[src/rtl/disp_pkg.sv]
// Shared definitions for the single-digit display control path:
// auto-repeat FSM encoding, digit width and the modulo step helpers.
package disp_pkg;

  localparam int DIGIT_W       = 4;
  localparam int MAX_DIGIT_DEF = 5;

  localparam logic [DIGIT_W-1:0] DIGIT_ZERO = DIGIT_W'(0);
  localparam logic [DIGIT_W-1:0] DIGIT_ONE  = DIGIT_W'(1);

  typedef enum logic [1:0] {
    ST_IDLE   = 2'd0,
    ST_DELAY  = 2'd1,
    ST_REPEAT = 2'd2
  } rpt_state_e;

  // Up step; anything at or above the top folds back to zero so the value stays in range.
  function automatic logic [DIGIT_W-1:0] digit_inc(input logic [DIGIT_W-1:0] d,
                                                   input logic [DIGIT_W-1:0] max_d);
    logic [DIGIT_W-1:0] r;
    if (d >= max_d) begin
      r = DIGIT_ZERO;
    end else begin
      r = d + DIGIT_ONE;
    end
    return r;
  endfunction

  function automatic logic digit_inc_wraps(input logic [DIGIT_W-1:0] d,
                                           input logic [DIGIT_W-1:0] max_d);
    return (d >= max_d);
  endfunction

  function automatic logic [DIGIT_W-1:0] digit_dec(input logic [DIGIT_W-1:0] d,
                                                   input logic [DIGIT_W-1:0] max_d);
    logic [DIGIT_W-1:0] r;
    if ((d == DIGIT_ZERO) || (d > max_d)) begin
      r = max_d;
    end else begin
      r = d - DIGIT_ONE;
    end
    return r;
  endfunction

  function automatic logic digit_dec_wraps(input logic [DIGIT_W-1:0] d);
    return (d == DIGIT_ZERO);
  endfunction

endpackage

[src/rtl/btn_debounce.sv]
// One pushbutton: 2-FF synchronizer, stable-cycle counter, debounced level
// and a registered one-cycle strobe that coincides with the level rising.
module btn_debounce #(
  parameter int DEBOUNCE_CYCLES = 200_000,
  parameter int CNT_W           = 24
) (
  input  logic clk,
  input  logic rst_n,
  input  logic btn_i,
  output logic level_o,
  output logic rise_o
);

  localparam logic [CNT_W-1:0] CNT_ZERO = CNT_W'(0);
  localparam logic [CNT_W-1:0] CNT_ONE  = CNT_W'(1);
  localparam logic [CNT_W-1:0] CNT_LAST = CNT_W'(DEBOUNCE_CYCLES - 1);

  logic             sync1_q;
  logic             sync2_q;
  logic [CNT_W-1:0] cnt_q;
  logic [CNT_W-1:0] cnt_d;
  logic             db_q;
  logic             db_d;
  logic             rise_q;
  logic             rise_d;

  // Count cycles the synced input disagrees with the level; any agreement restarts the count.
  always_comb begin
    cnt_d  = CNT_ZERO;
    db_d   = db_q;
    rise_d = 1'b0;
    if (sync2_q != db_q) begin
      if (cnt_q == CNT_LAST) begin
        cnt_d  = CNT_ZERO;
        db_d   = ~db_q;
        rise_d = ~db_q;
      end else begin
        cnt_d  = cnt_q + CNT_ONE;
        db_d   = db_q;
        rise_d = 1'b0;
      end
    end else begin
      cnt_d  = CNT_ZERO;
      db_d   = db_q;
      rise_d = 1'b0;
    end
  end

  always_ff @(posedge clk) begin
    if (!rst_n) begin
      sync1_q <= 1'b0;
      sync2_q <= 1'b0;
      cnt_q   <= CNT_ZERO;
      db_q    <= 1'b0;
      rise_q  <= 1'b0;
    end else begin
      sync1_q <= btn_i;
      sync2_q <= sync1_q;
      cnt_q   <= cnt_d;
      db_q    <= db_d;
      rise_q  <= rise_d;
    end
  end

  assign level_o = db_q;
  assign rise_o  = rise_q;

endmodule

[src/rtl/btn_digit_ctrl.sv]
// Turns debounced up/down/clear presses (with auto-repeat while held) into
// the modulo digit shown on the seven-segment display.
module btn_digit_ctrl
  import disp_pkg::*;
#(
  parameter int DEBOUNCE_CYCLES = 200_000,
  parameter int REPEAT_DELAY    = 10_000_000,
  parameter int REPEAT_RATE     = 4_000_000,
  parameter int MAX_DIGIT       = MAX_DIGIT_DEF,
  parameter int CNT_W           = 24
) (
  input  logic               clk,
  input  logic               rst_n,
  input  logic               btn_up,
  input  logic               btn_down,
  input  logic               btn_clr,
  output logic [DIGIT_W-1:0] digit,
  output logic               step_pulse,
  output logic               wrap_pulse
);

  localparam logic [DIGIT_W-1:0] MAX_D      = DIGIT_W'(MAX_DIGIT);
  localparam logic [CNT_W-1:0]   CNT_ZERO   = CNT_W'(0);
  localparam logic [CNT_W-1:0]   CNT_ONE    = CNT_W'(1);
  localparam logic [CNT_W-1:0]   DELAY_LAST = CNT_W'(REPEAT_DELAY - 1);
  localparam logic [CNT_W-1:0]   RATE_LAST  = CNT_W'(REPEAT_RATE - 1);

  logic db_up_s;
  logic db_down_s;
  logic db_clr_s;
  logic up_rise_s;
  logic down_rise_s;
  logic clr_rise_s;

  btn_debounce #(
    .DEBOUNCE_CYCLES(DEBOUNCE_CYCLES),
    .CNT_W          (CNT_W)
  ) u_db_up (
    .clk    (clk),
    .rst_n  (rst_n),
    .btn_i  (btn_up),
    .level_o(db_up_s),
    .rise_o (up_rise_s)
  );

  btn_debounce #(
    .DEBOUNCE_CYCLES(DEBOUNCE_CYCLES),
    .CNT_W          (CNT_W)
  ) u_db_down (
    .clk    (clk),
    .rst_n  (rst_n),
    .btn_i  (btn_down),
    .level_o(db_down_s),
    .rise_o (down_rise_s)
  );

  btn_debounce #(
    .DEBOUNCE_CYCLES(DEBOUNCE_CYCLES),
    .CNT_W          (CNT_W)
  ) u_db_clr (
    .clk    (clk),
    .rst_n  (rst_n),
    .btn_i  (btn_clr),
    .level_o(db_clr_s),
    .rise_o (clr_rise_s)
  );

  rpt_state_e         state_q;
  logic [CNT_W-1:0]   timer_q;
  logic [DIGIT_W-1:0] digit_q;
  logic               dir_up_q;
  logic               step_q;
  logic               wrap_q;

  logic               step_up_s;
  logic [DIGIT_W-1:0] step_val_s;
  logic               step_wrap_s;
  logic               act_held_s;
  logic               other_held_s;
  logic               period_done_s;

  // In IDLE the direction comes from the fresh edge; once repeating it is the latched button.
  always_comb begin
    step_up_s   = 1'b0;
    step_val_s  = digit_q;
    step_wrap_s = 1'b0;
    if (state_q == ST_IDLE) begin
      step_up_s = up_rise_s;
    end else begin
      step_up_s = dir_up_q;
    end
    if (step_up_s) begin
      step_val_s  = digit_inc(digit_q, MAX_D);
      step_wrap_s = digit_inc_wraps(digit_q, MAX_D);
    end else begin
      step_val_s  = digit_dec(digit_q, MAX_D);
      step_wrap_s = digit_dec_wraps(digit_q);
    end
  end

  always_comb begin
    act_held_s    = 1'b0;
    other_held_s  = 1'b0;
    period_done_s = 1'b0;
    if (dir_up_q) begin
      act_held_s   = db_up_s;
      other_held_s = db_down_s;
    end else begin
      act_held_s   = db_down_s;
      other_held_s = db_up_s;
    end
    if (state_q == ST_DELAY) begin
      period_done_s = (timer_q == DELAY_LAST);
    end else begin
      period_done_s = (timer_q == RATE_LAST);
    end
  end

  // Clear wins over everything; both direction buttons held together parks the FSM in IDLE.
  always_ff @(posedge clk) begin
    if (!rst_n) begin
      state_q  <= ST_IDLE;
      timer_q  <= CNT_ZERO;
      digit_q  <= DIGIT_ZERO;
      dir_up_q <= 1'b0;
      step_q   <= 1'b0;
      wrap_q   <= 1'b0;
    end else begin
      step_q <= 1'b0;
      wrap_q <= 1'b0;
      if (clr_rise_s) begin
        digit_q <= DIGIT_ZERO;
        step_q  <= 1'b1;
        state_q <= ST_IDLE;
        timer_q <= CNT_ZERO;
      end else if (db_clr_s || (db_up_s && db_down_s)) begin
        state_q <= ST_IDLE;
        timer_q <= CNT_ZERO;
      end else begin
        case (state_q)
          ST_IDLE: begin
            timer_q <= CNT_ZERO;
            if (up_rise_s || down_rise_s) begin
              digit_q  <= step_val_s;
              wrap_q   <= step_wrap_s;
              step_q   <= 1'b1;
              dir_up_q <= up_rise_s;
              state_q  <= ST_DELAY;
            end else begin
              state_q <= ST_IDLE;
            end
          end
          ST_DELAY, ST_REPEAT: begin
            if (!act_held_s || other_held_s) begin
              state_q <= ST_IDLE;
              timer_q <= CNT_ZERO;
            end else if (period_done_s) begin
              digit_q <= step_val_s;
              wrap_q  <= step_wrap_s;
              step_q  <= 1'b1;
              timer_q <= CNT_ZERO;
              state_q <= ST_REPEAT;
            end else begin
              timer_q <= timer_q + CNT_ONE;
            end
          end
          default: begin
            state_q <= ST_IDLE;
            timer_q <= CNT_ZERO;
          end
        endcase
      end
    end
  end

  assign digit      = digit_q;
  assign step_pulse = step_q;
  assign wrap_pulse = wrap_q;

endmodule

[config.mk]
export PLATFORM = sky130hd
export DESIGN_NAME = btn_digit_ctrl
export DESIGN_NICKNAME = d
export VERILOG_FILES = /design/src/rtl/disp_pkg.sv /design/src/rtl/btn_debounce.sv /design/src/rtl/btn_digit_ctrl.sv
export SDC_FILE = /design/constraint.sdc
export NUM_CORES = 1
export LEC_CHECK = 0
export ABC_AREA = 1
export CAP_MARGIN = 40
export CORE_AREA = 2 2 110 112
export DETAILED_ROUTE_END_ITERATION = 12
export DIE_AREA = 0 0 112 114
export PLACE_DENSITY = 0.77
export SLEW_MARGIN = 40
export SYNTH_ARGS = -nofsm -noshare
export SYNTH_HDL_FRONTEND = slang
export SYNTH_HIERARCHICAL = 1
export SYNTH_SLANG_ARGS = --single-unit
[constraint.sdc]
create_clock -name clk -period 1.6 [get_ports clk]
set_input_delay 0.32 -clock clk [delete_from_list [all_inputs] [get_ports clk]]
set_output_delay 0.32 -clock clk [all_outputs]
set_load 0.05 [all_outputs]
==> summary.txt, run 1 <==
Global route
  • Largest net degree at the start of global routing: 23
  • Vias in the first global route: 5693
  • GRT Util Overall: 0.227
  • GRT Residual Overflow: 0
  • First-pass GRT wire length: 24100 um
  • Initial antenna violation count: 0

Detailed routing
  • DR WL/cell: 11.3 um
  • Antenna viol nets, final: 0
  • DRC: 0
  • Vias: 5882
  • Drt pass-1 iters: 5
  • Detailed Route Iter0 Violations: 314
  • Post-Route WL: 13700 um
  • Routed vias/inst: 4.87

Clocking
  • Cts hold-fix bufs: 0
  • Clk sink count: 117
  • Worst skew pair latency: 0.42 ns
  • Clk root buf: clkbuf_16
  • Clock-pin slew on the worst setup and hold paths: 0.05 ns
  • H-Tree Depth: 4
  • Cts bufs inserted: 17
  • CTS max path bufs: 2
  • CTS tree: built

Yosys
  • Post-synth EDFFs: 0
  • Post-synthesis sequential area ratio: 0.361
  • Cells after Synth: 959
  • Post-synth top area share: 0.361
  • Yosys reg bits: 117
  • Predominant post-synthesis flop cell: dfxtp_1
  • Synth unique cells: 31
  • Count of yosys warnings during synthesis: 6
  • Area of the mapped netlist: 6490 um^2
  • Async set or reset register ratio after synthesis: 0
  • Area leader, netlist: dfxtp_1
  • Synthesized net count: 974
  • Commonest cells in the netlist: 234 x nand2_1, 185 x nor2_1, 117 x dfxtp_1
  • Synthesized area per cell: 6.77 um^2
  • Most frequent cell after synthesis: nand2_1
  • Synth area leaders: dfxtp_1 36%, nand2_1 14%, nor2_1 11%

Timing
  • Max frequency: 577 MHz
  • Setup WS post-layout: -0.134 ns
  • Final period util: 1.08
  • Post-layout min period: 1.73 ns
  • Skew final: 0.00764 ns
  • Fin. Hold Viols: 0
  • Setup violations, final: 31
  • Worst slew pin tran: 0.327 ns
  • Rel. slew slack: 0.780
  • Final hold slack: 0.409 ns
  • Max-slew violations: 0
  • RSZ-0062 raised after global routing: yes

Cells and area
  • P&R area growth vs syn: 23.7%
  • Nets: 1063
  • Diodes inserted: 0
  • Non-Filler Instances: 1207
  • Ratio of cells with drive above 1 in the final layout: 0.218
  • FILL cells: 960

Worst setup path
  • RR Startpoint: state_q[1]$_SDFFE_PP0P_
  • Worst Setup Start Kind: flip-flop
  • FF-to-FF End: timer_q[15]$_SDFF_PP0_
  • Worst EP required: 1.91 ns
  • WS Path Type: reg -> reg
  • CP Max Fanout: 5
  • R2R setup slack: -0.13 ns
  • Worst Reg-to-Reg Cells: 15
  • Worst setup EP type: flip-flop
  • Worst Path Arrival: 2.04 ns

Run status
  • Violated checks: negative setup slack
  • Status: finished, violations left

Power
  • Static Leak: 0.00294 uW
  • Peak supply drop: 942 uV
  • Pwr per Cell Area: 843 nW/um^2

Flow run
  • Max Cap Viol: 0

Floorplan
  • Die area: 12800 um^2
  • # IOs: 11
  • Die Span X: 112 um
  • Row cnt: 40
  • CORE AREA: 11700 um^2
  • Starting Density: 0.554
  • Die H: 114 um

Min path
  • Worst Hold Path EP: u_db_clr/sync2_q$_SDFF_PN0_
  • WHS Path Cells: 2
  • Worst min path class: reg -> reg
  • Critical hold path startpoint: u_db_clr/sync1_q$_SDFF_PN0_

Placement
  • Placed cells: 1166
  • GP Congestion: 0.936
  • Port Buf Inserts: 10
  • DP HPWL: 9240 um
## sequential cells by signal, summed over array words and instances (netlist names), 2 cells and up
register	count
state_q	2
timer_q	24
u_db_clr/cnt_q	24
u_db_down/cnt_q	24
u_db_up/cnt_q	24
digit	4
## worst max-delay path, cell delays in order (launching register included)
cell and delay [ns]:
dfxtp_2 0.32, inv_2 0.07, ha_4 0.17, inv_4 0.05
nand2_2 0.08, nand2_2 0.07, nor2_2 0.07, nand2_1 0.06
nor2_2 0.15, nand2_2 0.09, nand2_4 0.09, nor2_4 0.04
nand2_4 0.08, buf_12 0.12, clkbuf_16 0.14, nor2_2 0.03
## through the flow
stage	cell area (um^2)	power, uW	TNS [ns]	utilization	worst slack (ns)
floorplan	6500	3030	0	-	0.00504
global placement	7200	3070	-10.03	0.615	-0.144
detailed placement	7200	3070	-12.64	0.615	-0.180
CTS	7920	6830	-1.09	0.676	-0.0631
global route	8030	6960	-6.97	0.686	-0.263
finish	8030	6770	-2.88	0.686	-0.134
## report_power, final
part           switching, uW  internal, uW  total [uW]
Clock                   1360          2400        3760
Sequential              5.01          2920        2930
Combinational           40.8          39.5        80.3
## placed cells by master (no fill, tap or decap), types with 3 or more instances in the layout
master | synthesis | final
nand4_1 | 6 | 6
nand2_2 | 16 | 21
or2_1 | 5 | 5
buf_4 | 0 | 63
xnor2_1 | 18 | 18
buf_12 | 0 | 10
nor2_2 | 38 | 45
a21oi_2 | 4 | 5
nor3_1 | 15 | 15
nor2_1 | 185 | 178
clkdlybuf4s50_1 | 0 | 4
nand3_1 | 70 | 69
xor2_1 | 26 | 26
nor2_4 | 12 | 12
nand2_4 | 3 | 3
inv_1 | 114 | 109
nand3_2 | 10 | 10
nand2_1 | 234 | 229
dfxtp_2 | 0 | 7
dfxtp_1 | 117 | 110
ha_1 | 10 | 7
o21bai_1 | 6 | 6
a21oi_1 | 29 | 28
clkbuf_16 | 0 | 18
o21ai_0 | 14 | 14
or2_2 | 3 | 3
clkbuf_8 | 0 | 3
nand3_4 | 3 | 4
inv_2 | 4 | 8
clkinvlp_4 | 0 | 4
## worst max-delay path by stage
stage                                       start                              to  cells past startpoint
after detailed placement                    rst_n  u_db_down/cnt_q[22]$_SDFF_PP0_                      7
after CTS                 state_q[1]$_SDFFE_PP0P_          timer_q[21]$_SDFF_PP0_                     15
final                     state_q[1]$_SDFFE_PP0P_          timer_q[15]$_SDFF_PP0_                     15
after global routing      state_q[1]$_SDFFE_PP0P_          timer_q[15]$_SDFF_PP0_                     15
after global placement                      rst_n   u_db_clr/cnt_q[11]$_SDFF_PP0_                      7
after floorplan           state_q[1]$_SDFFE_PP0P_          timer_q[22]$_SDFF_PP0_                     14
## per-layer routing
layer  track usage  up-vias  routed length (um)
met5             0        -                   0
met4        0.0911        0                 245
met3        0.0499       25                 424
met2         0.407       84                6760
met1         0.266     2615                6250
li1              -     3158                   -
## logic make-up after synthesis
kind of cell / Yosys count / share of synthesized area
flops: 117 / 0.361
simple gates: 605 / 0.428
buf+inv: 127 / 0.0833
fa+ha+maj: 10 / 0.0193
compound gates: 56 / 0.0488
xor+xnor: 44 / 0.0594
## cell type report
class                   instances  area, um^2  area share
multi-input cells             715        3690       0.460
flip-flops and latches        117        2350       0.293
repair buffers                 79         766      0.0954
clock buffers                  20         467      0.0581
inverters                     118         445      0.0555
well taps                     147         184      0.0229
clock inverters                11         126      0.0157
## repair_timing
| action | CTS | global route |
|---|---|---|
| resized for setup | 12 | 18 |
| endpoints found under the setup margin | 32 | 36 |
| buffers inserted | 5 | 3 |
| cloned | 1 | 1 |
| pin swaps | 1 | 4 |
No activity file was read; power rests on OpenSTA's default activity.
==> inputs of run 2 (changes only) <==
SETUP_SLACK_MARGIN = 0.05   (was not set)
clock period = 1.5 ns   (was 1.6 ns; I/O delays follow)
==> run 2 against run 1 <==
Net effect:
- the run still ends with negative setup slack left
- sequential share of layout area shrank 1.0 points
- via count is 3.8% higher
- register-to-register slack worse by 0.06 ns
- critical path depth fell by 3
- highest routed layer unchanged
- global-route usage increased by 0.35 points
- largest cell class unchanged
==> summary.txt, run 2 (synthesized netlist as in run 1, its figures left out) <==
Worst setup path
  • Worst Path Arrival: 1.99 ns (was 2.04 ns)
  • WS Path Type: reg -> reg (unchanged)
  • Critical path, cell by cell: inv_2 > ha_4 > nand2_2 > o21ai_2 > nand2_1 > nor2_2 > nand2_2 > nand2_4 > nor2_4 > nand2_4 > clkbuf_16 > nor2_4 (was inv_2 > ha_4 > inv_4 > nand2_2 > nand2_2 > nor2_2 > nand2_1 > nor2_2 > nand2_2 > nand2_4 > nor2_4 > nand2_4 > buf_12 > clkbuf_16 > nor2_2)
  • R2R setup slack: -0.19 ns (was -0.13 ns)
  • Worst path slowest cell: dfxtp_2 (unchanged)
  • Worst setup EP type: flip-flop (unchanged)
  • CP Max Fanout: 5 (unchanged)
  • Worst path max stage delay: 0.32 ns (about the same)
  • Worst Setup Start Kind: flip-flop (unchanged)
  • Worst EP required: 1.80 ns (was 1.91 ns)

Cells and area
  • Most common cell after layout, fill and taps aside: nand2_1 (unchanged)
  • Nets: 1076 (was 1063)
  • FILL cells: 934 (was 960)
  • Ratio of cells with drive above 1 in the final layout: 0.258 (was 0.218)
  • P&R area growth vs syn: 29.3% (was 23.7%)
  • Design Area, Final: 8400 um^2 (was 8030 um^2)
  • Most frequent cells in the layout: 225 x nand2_1, 170 x nor2_1, 107 x inv_1 (was 229 x nand2_1, 178 x nor2_1, 110 x dfxtp_1)
  • Diodes inserted: 0 (unchanged)
  • Non-Filler Instances: 1221 (was 1207)

Power
  • Internal: 5900 uW (was 5370 uW)
  • Gate power share: 0.012 (about the same)
  • Peak supply drop: 880 uV (was 942 uV)
  • Pwr per Cell Area: 880 nW/um^2 (was 843 nW/um^2)
  • Seq pwr share: 0.423 (was 0.433)
  • Switching power: 1480 uW (was 1400 uW)
  • Clock group share of total power: 0.565 (was 0.555)
  • Sw Share: 0.201 (was 0.207)
  • Static Leak: 0.00304 uW (was 0.00294 uW)
  • Power Total: 7390 uW (was 6770 uW)

Run status
  • Status: finished, violations left (unchanged)
  • Violated checks: negative setup slack (unchanged)

Timing
  • Setup violations, final: 32 (was 31)
  • Final hold slack: 0.236 ns (was 0.409 ns)
  • RSZ-0062 raised after global routing: yes (unchanged)
  • Final period util: 1.13 (was 1.08)
  • Post-layout min period: 1.69 ns (was 1.73 ns)
  • Rel. slew slack: 0.781 (was 0.780)
  • Skew final: 0.00625 ns (was 0.00764 ns)
  • Max-slew violations: 0 (unchanged)
  • Max frequency: 592 MHz (was 577 MHz)
  • Setup WS post-layout: -0.191 ns (was -0.134 ns)
  • Fin. Hold Viols: 0 (unchanged)
  • Worst slew pin tran: 0.328 ns (was 0.327 ns)

Detailed routing
  • Vias: 6106 (was 5882)
  • Drt pass-1 iters: 5 (unchanged)
  • Detailed Route Iter0 Violations: 240 (was 314)
  • Antenna viol nets, final: 0 (unchanged)
  • Routed vias/inst: 5.00 (was 4.87)
  • Post-Route WL: 14500 um (was 13700 um)
  • DR WL/cell: 11.9 um (was 11.3 um)
  • DRC: 0 (unchanged)

Floorplan
  • Starting Density: 0.554 (unchanged)
  • Die H: 114 um (unchanged)
  • Die Span X: 112 um (unchanged)
  • CORE AREA: 11700 um^2 (unchanged)
  • # IOs: 11 (unchanged)
  • Die area: 12800 um^2 (unchanged)
  • Row cnt: 40 (unchanged)

Global route
  • Largest net degree at the start of global routing: 23 (unchanged)
  • GRT Residual Overflow: 0 (unchanged)
  • Initial antenna violation count: 0 (unchanged)
  • GRT Util Overall: 0.231 (was 0.227)
  • Vias in the first global route: 5866 (was 5693)
  • First-pass GRT wire length: 24400 um (was 24100 um)

Clocking
  • CTS tree: built (unchanged)
  • Cts bufs inserted: 17 (unchanged)
  • Worst skew pair latency: 0.42 ns (about the same)
  • H-Tree Depth: 4 (unchanged)
  • Clk root buf: clkbuf_16 (unchanged)
  • Clock-pin slew on the worst setup and hold paths: 0.05 ns (about the same)
  • Clk sink count: 117 (unchanged)
  • CTS max path bufs: 2 (unchanged)

Placement
  • Placed cells: 1180 (was 1166)
  • DP HPWL: 9820 um (was 9240 um)
  • Placed cell area: 7380 um^2 (was 7200 um^2)
  • GP Congestion: 0.914 (was 0.936)
  • Port Buf Inserts: 10 (unchanged)
  • Dpl ws: -0.298 ns (was -0.180 ns)

Flow run
  • Max Cap Viol: 0 (unchanged)

Min path
  • Worst min path class: in -> reg (was reg -> reg)
[run 2: worst paths after layout]
kind	startpoint	to	cells after the start
hold reg to reg	u_db_down/sync1_q$_SDFF_PN0_	u_db_down/sync2_q$_SDFF_PN0_	2
hold / removal	rst_n	u_db_up/level_o$_SDFFE_PN0P_	3
setup reg to reg	state_q[1]$_SDFFE_PP0P_	timer_q[12]$_SDFF_PP0_	12
setup / recovery	state_q[1]$_SDFFE_PP0P_	timer_q[12]$_SDFF_PP0_	12
[run 2: worst max-delay path, delay by kind of cell, from the launching register on]
kind	cells	cell delay [ns]
and+or+nand+nor	8	0.68
DFF	1	0.32
buffers and inverters	2	0.26
adders and majority gates	1	0.17
AOI/OAI and AO/OA	1	0.13
[run 2: power by group through the flow]
stage,logic [uW],registers (uW),clock network [uW]
5_1_grt,99.5,3120,4380
6_report,88.6,3120,4180
3_5_place_dp,87.0,3190,0
4_1_cts,88.6,3120,4230
3_3_place_gp,85.2,3190,0
2_1_floorplan,43.0,3190,0
[run 2: routing by layer]
metal / wire, um / track usage / up-vias
li1: - / - / 3177
met1: 6270 / 0.264 / 2794
met5: 0 / 0 / -
met2: 7500 / 0.416 / 103
met4: 282 / 0.0951 / 0
met3: 457 / 0.0537 / 32
[run 2: cell type report]
type / count / area (um^2) / area share
well taps: 147 / 184 / 0.0219
clock inverters: 11 / 148 / 0.0176
multi-input cells: 715 / 3900 / 0.465
flip-flops and latches: 117 / 2370 / 0.283
repair buffers: 92 / 870 / 0.104
inverters: 118 / 448 / 0.0534
clock buffers: 21 / 470 / 0.0560
[run 2: repair_timing]
item | CTS | global route
hold buffers | 0 | 0
setup buffers | 3 | 6
resized for setup | 15 | 71
cloned | 1 | 1
setup endpoints to repair | 41 | 98
pin swaps | 10 | 13
[run 2: metrics by stage]
stage           util  setup TNS, ns
6_report       0.717          -4.57
5_1_grt        0.717          -8.31
4_1_cts        0.691          -3.29
3_5_place_dp   0.631         -21.62
3_3_place_gp   0.631         -16.48
2_1_floorplan      -         -0.597
==> inputs of run 3 (changes only) <==
SLEW_MARGIN = 20   (was 40)
==> results of run 3 <==
No change in the layout: final DEF, timing and power equal those of run 2.
